### src/rtl/lcd_line_arbiter_if.sv
// Request side of the LCD line arbiter: line-write requests, text, row select and status.
interface lcd_line_arbiter_if;
    logic [1:0]   req;
    logic [1:0]   row;
    logic [127:0] text0;
    logic [127:0] text1;
    logic [1:0]   gnt;
    logic [1:0]   done;
    logic         busy;

    modport master (output req, row, text0, text1, input gnt, done, busy);
    modport slave  (input req, row, text0, text1, output gnt, done, busy);
endinterface

### src/rtl/lcd_line_arbiter.sv
// Shares a 4-bit HD44780-style 16x2 LCD between two line writers; runs power-on init once.
// Optional build macro LCD_ARB_FIXED_PRIO_EN: req[0] always wins ties (no round-robin pointer).
module lcd_line_arbiter #(
    parameter int TICK_DIV = 50000
) (
    input  logic              clk,
    input  logic              rst,
    lcd_line_arbiter_if.slave arb,
    output logic              lcd_rs,
    output logic              lcd_w,
    output logic              lcd_e,
    output logic [3:0]        data
);
    localparam int            CW        = (TICK_DIV > 2) ? $clog2(TICK_DIV) : 1;
    localparam logic [CW-1:0] TICK_LAST = CW'(TICK_DIV - 1);
    localparam logic [1:0]    PH_SET    = 2'd0;
    localparam logic [1:0]    PH_HIGH   = 2'd1;

    typedef enum logic [1:0] {S_INIT, S_IDLE, S_ADDR, S_CHAR} state_t;

    state_t        state, state_n;
    logic [CW-1:0] cnt, cnt_n;
    logic [5:0]    nib, nib_n;
    logic [1:0]    phase, phase_n;
    logic          rs_n, e_n;
    logic [3:0]    data_n;
    logic [1:0]    gnt_q, gnt_n, done_q, done_n;
    logic          busy_q, busy_n;
    logic          owner, owner_n;
    logic          win, load, tick;
    logic          row_q;
    logic [127:0]  text_q;
    logic [4:0]    char_pos;
    logic [7:0]    ch, addr_cmd;
    logic [3:0]    cur_nib;
`ifndef LCD_ARB_FIXED_PRIO_EN
    logic          rr, rr_n;
`endif

    function automatic logic [3:0] init_nibble(input logic [5:0] idx);
        case (idx)
            6'd0, 6'd1, 6'd2: init_nibble = 4'h3;
            6'd3, 6'd4:       init_nibble = 4'h2;
            6'd5:             init_nibble = 4'h8;
            6'd7:             init_nibble = 4'h6;
            6'd9:             init_nibble = 4'hC;
            6'd11:            init_nibble = 4'h1;
            default:          init_nibble = 4'h0;
        endcase
    endfunction

    assign tick      = (cnt == TICK_LAST);
    assign lcd_w     = 1'b0;
    assign arb.gnt   = gnt_q;
    assign arb.done  = done_q;
    assign arb.busy  = busy_q;

    // Nibble index 2..33 maps to char (idx-2)/2, high nibble first; char 0 sits in text[127:120].
    always_comb begin
        char_pos = 5'(nib - 6'd2);
        ch       = text_q[{~char_pos[4:1], 3'b000} +: 8];
        addr_cmd = row_q ? 8'hC0 : 8'h80;
        case (state)
            S_INIT:  cur_nib = init_nibble(nib);
            S_ADDR:  cur_nib = nib[0] ? addr_cmd[3:0] : addr_cmd[7:4];
            S_CHAR:  cur_nib = char_pos[0] ? ch[3:0] : ch[7:4];
            default: cur_nib = 4'h0;
        endcase
    end

    always_comb begin
        state_n = state;
        cnt_n   = tick ? '0 : cnt + 1'b1;
        nib_n   = nib;
        phase_n = phase;
        rs_n    = lcd_rs;
        data_n  = data;
        e_n     = lcd_e;
        gnt_n   = 2'b00;
        done_n  = 2'b00;
        busy_n  = busy_q;
        owner_n = owner;
        load    = 1'b0;
`ifdef LCD_ARB_FIXED_PRIO_EN
        win     = ~arb.req[0];
`else
        rr_n    = rr;
        win     = (&arb.req) ? ~rr : arb.req[1];
`endif
        case (state)
            S_IDLE: begin
                cnt_n = '0;
                if (|arb.req) begin
                    load    = 1'b1;
                    owner_n = win;
                    gnt_n   = win ? 2'b10 : 2'b01;
                    busy_n  = 1'b1;
                    nib_n   = 6'd0;
                    phase_n = PH_SET;
                    state_n = S_ADDR;
`ifndef LCD_ARB_FIXED_PRIO_EN
                    rr_n    = win;
`endif
                end
            end
            default: begin
                if (tick) begin
                    case (phase)
                        PH_SET: begin
                            rs_n    = (state == S_CHAR);
                            data_n  = cur_nib;
                            e_n     = 1'b0;
                            phase_n = PH_HIGH;
                        end
                        PH_HIGH: begin
                            e_n     = 1'b1;
                            phase_n = 2'd2;
                        end
                        default: begin
                            // Falling E completes the nibble; rs/data stay put until the next PH_SET.
                            e_n     = 1'b0;
                            phase_n = PH_SET;
                            nib_n   = nib + 6'd1;
                            if (state == S_INIT && nib == 6'd11) begin
                                state_n = S_IDLE;
                                busy_n  = 1'b0;
                                nib_n   = 6'd0;
                            end else if (state == S_ADDR && nib == 6'd1) begin
                                state_n = S_CHAR;
                            end else if (state == S_CHAR && nib == 6'd33) begin
                                state_n = S_IDLE;
                                busy_n  = 1'b0;
                                nib_n   = 6'd0;
                                done_n  = owner ? 2'b10 : 2'b01;
                            end
                        end
                    endcase
                end
            end
        endcase
    end

    always_ff @(posedge clk) begin
        if (rst) begin
            state  <= S_INIT;
            cnt    <= '0;
            nib    <= 6'd0;
            phase  <= PH_SET;
            lcd_rs <= 1'b0;
            data   <= 4'h0;
            lcd_e  <= 1'b0;
            gnt_q  <= 2'b00;
            done_q <= 2'b00;
            busy_q <= 1'b1;
            owner  <= 1'b0;
        end else begin
            state  <= state_n;
            cnt    <= cnt_n;
            nib    <= nib_n;
            phase  <= phase_n;
            lcd_rs <= rs_n;
            data   <= data_n;
            lcd_e  <= e_n;
            gnt_q  <= gnt_n;
            done_q <= done_n;
            busy_q <= busy_n;
            owner  <= owner_n;
        end
    end

`ifndef LCD_ARB_FIXED_PRIO_EN
    // Pointer holds the last winner; reset value makes requester 0 win the first tie.
    always_ff @(posedge clk) begin
        if (rst) rr <= 1'b1;
        else     rr <= rr_n;
    end
`endif

    always_ff @(posedge clk) begin
        if (load) begin
            row_q  <= win ? arb.row[1] : arb.row[0];
            text_q <= win ? arb.text1 : arb.text0;
        end
    end
endmodule

### src/flat_wrapper.sv
// flat-port wrapper written by rule: the top's interface ports become plain ports
module lcd_line_arbiter_flat 
#(
    parameter int TICK_DIV = 50000
)
  (clk, rst, lcd_rs, lcd_w, lcd_e, data, arb_req, arb_row, arb_text0, arb_text1, arb_gnt, arb_done, arb_busy);
  lcd_line_arbiter_if arb_i ();
  input  logic clk;
  input  logic rst;
  output logic lcd_rs;
  output logic lcd_w;
  output logic lcd_e;
  output logic [3:0] data;
  input wire logic [$bits(arb_i.req)-1:0] arb_req;
  input wire logic [$bits(arb_i.row)-1:0] arb_row;
  input wire logic [$bits(arb_i.text0)-1:0] arb_text0;
  input wire logic [$bits(arb_i.text1)-1:0] arb_text1;
  output wire logic [$bits(arb_i.gnt)-1:0] arb_gnt;
  output wire logic [$bits(arb_i.done)-1:0] arb_done;
  output wire logic [$bits(arb_i.busy)-1:0] arb_busy;
  assign arb_i.req = arb_req;
  assign arb_i.row = arb_row;
  assign arb_i.text0 = arb_text0;
  assign arb_i.text1 = arb_text1;
  assign arb_gnt = arb_i.gnt;
  assign arb_done = arb_i.done;
  assign arb_busy = arb_i.busy;
  lcd_line_arbiter #(.TICK_DIV(TICK_DIV)) u_core (.clk(clk), .rst(rst), .arb(arb_i), .lcd_rs(lcd_rs), .lcd_w(lcd_w), .lcd_e(lcd_e), .data(data));
endmodule
### config.mk
export PLATFORM = sky130hd
export DESIGN_NAME = lcd_line_arbiter_flat
export DESIGN_NICKNAME = d
export VERILOG_FILES = /design/src/rtl/lcd_line_arbiter_if.sv /design/src/rtl/lcd_line_arbiter.sv /design/src/flat_wrapper.sv
export SDC_FILE = /design/constraint.sdc
export NUM_CORES = 1
export LEC_CHECK = 0
export ABC_AREA = 1
export CORE_UTILIZATION = 40
export DETAILED_ROUTE_END_ITERATION = 7
export HOLD_SLACK_MARGIN = 0.06
export PLACE_DENSITY_LB_ADDON = 0.12
export SKIP_CTS_REPAIR_TIMING = 1
export SLEW_MARGIN = 0
export SYNTH_ARGS = -nofsm -noshare
export SYNTH_HDL_FRONTEND = slang
export SYNTH_SLANG_ARGS = --single-unit
### constraint.sdc
create_clock -name clk -period 3.8 [get_ports clk]
set_input_delay 0.57 -clock clk [delete_from_list [all_inputs] [get_ports clk]]
set_output_delay 0.57 -clock clk [all_outputs]
set_load 0.02 [all_outputs]
==> results.txt, run 1 <==
Status: completed
Register area share after synthesis: 0.534
Worst-margin pin slew: 0.786 ns
HP Class: flip-flop to flip-flop
GRT Max-Usage Layer: met2
Syn_nets: 1,393
GPL Wtd Cong: 0.928
CTS tree: built
Die Wd: 151 um
# H-tree levels: 4
Flop2flop setup slack: 1.23 ns
Number of I/O port buffers: 272
Async S/R FF share, synth: 0
Slew headroom: 0.476
ANT nets after route: 0
Pre-CTS setup slack: 1.10 ns
Final Max Slew Viols: 0
Die Area: 22,700 um2
Setup TNS Final: 0 ns
M3 GR Usage: 0.0500
Synth cell types: 41
CP required: 4.13 ns
Critical path startpoint category: flip-flop
Hold endpoint: u_core.arb.done[0]
Layout cells sized above 1: 0.0579
Nets: 1,637
Synthesis-to-finish area growth: 40.0%
I/O Pins: 274
Root Driver: clkbuf_16
First-pass GRT wire length: 38.5 mm
DP HPWL: 18.6 mm
Core footprint: 21,800 um2
Fin crit period: 2.57 ns
Number of flops mapped to enable cells by yosys: 129
Arrival @ worst endpoint: 2.90 ns
Crit path kind: flip-flop to flip-flop
Syn Inst Count: 1,125
Vias in the first global route: 7,617
Mapped Area: 8860 um2
RR Startpoint: u_core.nib[1]
PwrDens: 339 nW/um2
Hold path startpoint: u_core.owner
Max Root-Sink Buffers: 2
Peak VDD IR: 0.000276 V
Post-synthesis register bit count: 172
Reg2Reg Depth: 11
Setup Viol. Count Final: 0
Yosys warnings: 0
Grt met2 use: 0.405
Max_cap viols: 0
DR DRC count: 0
Starting Density: 0.407
Ant. Diodes: 0
LEAKAGE: 0.00522 uW
Top FF cell, synth: edfxtp_1
Hold depth: 1
GRT Total Usage: 0.226
Final hold vios: 0
CP max FO: 67
Period utilisation layout: 0.677
Final worst slack: 1.23 ns
Latest clock arrival within the worst-skew pair: 0.43 ns
Clock Pin Slew Worst Setup and Hold Paths: 0.07 ns
Largest net degree at the start of global routing: 130
Clock sink total: 172
Number of vias per cell: 4.87
Drt pass-1 iters: 6
Vias after detailed routing: 8,100
Remaining global-route overflow: 0
Syn Area/Cell: 7.88 um2
Crit path capture type: flip-flop
Achievable frequency: 389 MHz
Met1 Track Usage GR: 0.272
Unrepaired setup endpoints after global routing: false
Post-Route WL: 25.3 mm
Skew final: 0.0137 ns
Num CTS Buffers: 17
Initial antenna violation count: 0
Rows: 54
Routed length per instance: 15.2 um
Die H: 151 um
DR iter-0 viols: 595
-- routing by layer --
metal | wire [um] | vias to the layer above
li1 | - | 4148
met1 | 10300 | 3667
met2 | 13300 | 260
met3 | 1330 | 25
met4 | 372 | 0
met5 | 0 | -
-- flip-flops by register name, indices dropped and copies added (netlist names), named ones only --
signal and flops:
u_core.owner 1, u_core.nib 6, u_core.arb.gnt 2, u_core.phase 2, u_core.lcd_e 1, u_core.row_q 1, u_core.lcd_rs 1, u_core.data 4
u_core.text_q 128, u_core.arb.busy 1, u_core.rr 1, u_core.cnt 16, u_core.arb.done 2, u_core.state 2
-- power breakdown --
group / switching [uW] / internal (uW)
clock: 825 / 886
combinational: 171 / 291
sequential: 1.70 / 2030
-- cell families (layout without fill, tap and decap cells) --
| family | Yosys count | in the layout | share of synthesized area |
|---|---|---|---|
| xor+xnor | 5 | 5 | 0.00918 |
| flops | 172 | 172 | 0.534 |
| buf+inv | 100 | 357 | 0.0460 |
| compound gates | 33 | 33 | 0.0203 |
| fa+ha+maj | 6 | 6 | 0.00847 |
| other cells | 1 | 1 | 0.000423 |
| simple gates | 808 | 808 | 0.381 |
-- cells in the mapped netlist (2+ instances only) --
cell      instances  area share
dfxtp_1          43       0.097
or2_2             2      0.0014
nand3_2           3      0.0034
nor2_1           30       0.013
a21oi_1          21       0.012
nand2_1         586        0.25
clkbuf_1         34       0.014
edfxtp_1        129        0.44
ha_1              6      0.0085
nand3_1         146       0.082
nand2_2           5      0.0035
inv_2             7      0.0030
nor2_2            6      0.0042
nor3b_1           4      0.0034
inv_1            32       0.014
xnor2_1           2      0.0020
nand4_1           8      0.0056
nor3b_2           2      0.0028
clkinv_1          2     0.00085
o21ai_0           7      0.0040
nor3_1            7      0.0040
buf_4             4      0.0034
buf_1             7      0.0030
a211oi_1          2      0.0017
buf_2            13      0.0073
or2_0             2      0.0014
-- layout make-up --
class,count,area [um2]
fillers,2044,9350
clock inverters,15,169
well taps,280,350
flip-flops and latches,172,4740
multi-input cells,853,3720
clock buffers,17,425
repair buffers,283,2830
inverters,42,166
-- worst max-delay path, cell delays in order (launching register included) --
cell and delay (ns):
dfxtp_2 0.33, buf_4 0.57, ha_1 0.36, nand2_1 0.07
nand3b_1 0.27, nand4_1 0.14, nand3_1 0.09, nand3_1 0.15
inv_1 0.06, ha_1 0.28, nor2_1 0.10, nor2_1 0.04
-- worst max-delay path by stage --
stage / startpoint / end / cells after the start
after floorplan: arb_req[1] / u_core.row_q / 2
after global placement: arb_req[1] / u_core.text_q[106] / 4
after detailed placement: arb_req[1] / u_core.text_q[104] / 4
after CTS: u_core.nib[1] / flip-flop / 11
after global routing: u_core.nib[1] / flip-flop / 11
final: u_core.nib[1] / flip-flop / 11
-- per-stage QoR --
stage	instance area, um2	hold slack (ns)	instances	total power [uW]	utilization
after global routing	12400	0.452	1662	4360	0.570
after detailed placement	11800	0.435	1630	2540	0.543
after floorplan	8860	0.412	1125	2220	-
after global placement	11800	0.428	1630	2540	0.543
after CTS	12400	0.441	1662	4240	0.570
final	12400	0.443	1662	4210	0.570
-- layout by cell type, fill, tap and decap left out, types with 7 or more instances in the layout --
| master | count |
|---|---|
| nand3_1 | 146 |
| buf_4 | 9 |
| inv_1 | 30 |
| inv_2 | 8 |
| edfxtp_1 | 129 |
| nand4_1 | 8 |
| nand2_1 | 585 |
| dfxtp_1 | 42 |
| a21oi_1 | 21 |
| nor3_1 | 7 |
| nor2_1 | 30 |
| clkbuf_16 | 17 |
| o21ai_0 | 7 |
| clkdlybuf4s50_1 | 272 |
Note: power is estimated with default switching activity, not from simulation.
==> run 2: changes to the inputs <==
==> constraint.sdc (replaced) <==
create_clock -name clk -period 2.7 [get_ports clk]
set_input_delay 0.405 -clock clk [delete_from_list [all_inputs] [get_ports clk]]
set_output_delay 0.405 -clock clk [all_outputs]
set_load 0.02 [all_outputs]
==> run 2 against run 1 <==
Cell area grew 1.1%. Largest power group unchanged. Combinational power grew 42%. Die area is the same. Worst hold slack gained 0.0079 ns. Power grew 41%. Critical path type unchanged. Clock-buffer cell count grew 1. Highest routed layer unchanged. Via count shrank 0.65%. Final cell count grew 0.60%. Routed wire length shrank 2.6%. Non-clock buffer count grew 10. Sequential share of layout area shrank 0.39 points.
==> results.txt, run 2 (synthesized netlist as in run 1, its figures left out) <==
Largest net degree at the start of global routing: 130 (unchanged)
First-pass GRT wire length: 38.0 mm (was 38.5 mm)
Crit path kind: flip-flop to flip-flop (unchanged)
Skew final: 0.00798 ns (was 0.0137 ns)
Top Registers: u_core.text_q x128, u_core.cnt x16, u_core.nib x6 (unchanged)
Comb power frac: 0.111 (was 0.110)
Fin crit period: 2.17 ns (was 2.57 ns)
Remaining global-route overflow: 0 (unchanged)
Arrival @ worst endpoint: 2.50 ns (was 2.90 ns)
Internal power: 4580 uW (was 3210 uW)
Die Area: 22,700 um2 (unchanged)
Rows: 54 (unchanged)
DR DRC count: 0 (unchanged)
Largest register FFs: 128 (unchanged)
Worst-margin pin slew: 0.645 ns (was 0.786 ns)
Commonest non-fill, non-tap cell in the layout: nand2_1 (unchanged)
Status: completed (unchanged)
Met1 Track Usage GR: 0.265 (was 0.272)
Dpl cell area: 12,000 um2 (was 11,800 um2)
Synthesis-to-finish area growth: 41.5% (was 40.0%)
Grt met2 use: 0.394 (was 0.405)
Filler cells: 2,023 (was 2,044)
Switching Share: 0.227 (was 0.237)
Core footprint: 21,800 um2 (unchanged)
Unrepaired setup endpoints after global routing: false (unchanged)
Nets: 1,647 (was 1,637)
Layout cells sized above 1: 0.0661 (was 0.0579)
PwrDens: 473 nW/um2 (was 339 nW/um2)
Clock Pin Slew Worst Setup and Hold Paths: 0.07 ns (about the same)
Clock sink total: 172 (unchanged)
DR iter-0 viols: 455 (was 595)
Clock Power Share: 0.407 (about the same)
Crit path capture type: flip-flop (unchanged)
GRT Total Usage: 0.221 (was 0.226)
M3 GR Usage: 0.0476 (was 0.0500)
Initial antenna violation count: 0 (unchanged)
Root Driver: clkbuf_16 (unchanged)
Post-route design area: 12,500 um2 (was 12,400 um2)
Setup Viol. Count Final: 0 (unchanged)
Final Max Slew Viols: 0 (unchanged)
Area of the multi-input gates: 3730 um2 (was 3720 um2)
Most frequent cells in the layout: nand2_1, clkdlybuf4s50_1, nand3_1 (unchanged)
Fin util: 0.576 (was 0.570)
Storage cell area: 4740 um2 (about the same)
Vias after detailed routing: 8,047 (was 8,100)
Number of I/O port buffers: 272 (unchanged)
Achievable frequency: 460 MHz (was 389 MHz)
Period utilisation layout: 0.805 (was 0.677)
Switch Pwr: 1350 uW (was 998 uW)
Flop pwr share: 0.482 (was 0.483)
Slew headroom: 0.570 (was 0.476)
Vias in the first global route: 7,588 (was 7,617)
DP HPWL: 18.5 mm (was 18.6 mm)
Flop2flop setup slack: 0.53 ns (was 1.23 ns)
Max Root-Sink Buffers: 2 (unchanged)
CP required: 3.02 ns (was 4.13 ns)
Num CTS Buffers: 17 (unchanged)
Starting Density: 0.407 (unchanged)
CP max FO: 6 (was 67)
Drt pass-1 iters: 4 (was 6)
CTS tree: built (unchanged)
I/O Pins: 274 (unchanged)
Largest register by flop count: u_core.text_q (unchanged)
ANT nets after route: 0 (unchanged)
Final hold vios: 0 (unchanged)
GPL Wtd Cong: 0.882 (was 0.928)
Die Wd: 151 um (unchanged)
Peak VDD IR: 0.000386 V (was 0.000276 V)
# H-tree levels: 4 (unchanged)
Latest clock arrival within the worst-skew pair: 0.43 ns (about the same)
Critical path startpoint category: flip-flop (unchanged)
Max_cap viols: 0 (unchanged)
LEAKAGE: 0.00527 uW (was 0.00522 uW)
HP Class: flip-flop to flip-flop (unchanged)
Ant. Diodes: 0 (unchanged)
GRT Max-Usage Layer: met2 (unchanged)
Routed length per instance: 14.7 um (was 15.2 um)
Post-Route WL: 24.6 mm (was 25.3 mm)
Number of vias per cell: 4.81 (was 4.87)
Die H: 151 um (unchanged)
==> run 2: worst max-delay path, stage by stage, from the launching register on <==
cell     delay, ns
dfxtp_1       0.43
ha_1          0.17
nor3b_1       0.36
nand2_1       0.25
nand4_1       0.13
nand3_1       0.08
nand3_1       0.15
inv_1         0.06
ha_1          0.29
nor2_1        0.10
nor2_1        0.05
==> run 2: stage by stage <==
step	setup slack [ns]	TNS, ns	power [uW]	cells	hold slack, ns
final	0.525	0	5930	1672	0.450
after global routing	0.276	0	6150	1672	0.474
after CTS	0.516	0	5980	1672	0.452
after detailed placement	0.347	0	3590	1640	0.437
after global placement	0.365	0	3580	1640	0.431
after floorplan	-0.269	-34.74	3120	1125	0.412
==> run 2: path summary, 6_finish.rpt <==
kind | start | endpoint | cells past startpoint
worst max register to register | u_core.nib[0] | flip-flop | 10
worst min-delay path | u_core.owner | u_core.arb.done[0] | 1
worst max-delay path | u_core.nib[0] | flip-flop | 10
worst min register to register | u_core.owner | u_core.arb.done[0] | 1
==> run 2: power groups by stage <==
| stage | Clock, uW | Sequential (uW) | Combinational (uW) |
|---|---|---|---|
| after global placement | 0 | 2920 | 665 |
| after CTS | 2450 | 2860 | 670 |
| after floorplan | 0 | 2920 | 202 |
| after global routing | 2560 | 2860 | 726 |
| after detailed placement | 0 | 2920 | 669 |
| final | 2410 | 2860 | 658 |
==> run 2: layout make-up <==
class                   instances  share of cell area
well taps                     280              0.0280
clock buffers                  18              0.0342
clock inverters                14              0.0119
multi-input cells             853               0.298
flip-flops and latches        172               0.378
inverters                      42              0.0132
repair buffers                293               0.237
==> run 2: per-layer routing <==
metal / share of wire / wire length, um / vias to the layer above
met3: 0.046 / 1140 / 27
met1: 0.41 / 10100 / 3642
met4: 0.020 / 484 / 0
met2: 0.52 / 12900 / 219
li1: - / - / 4159
met5: 0 / 0 / -
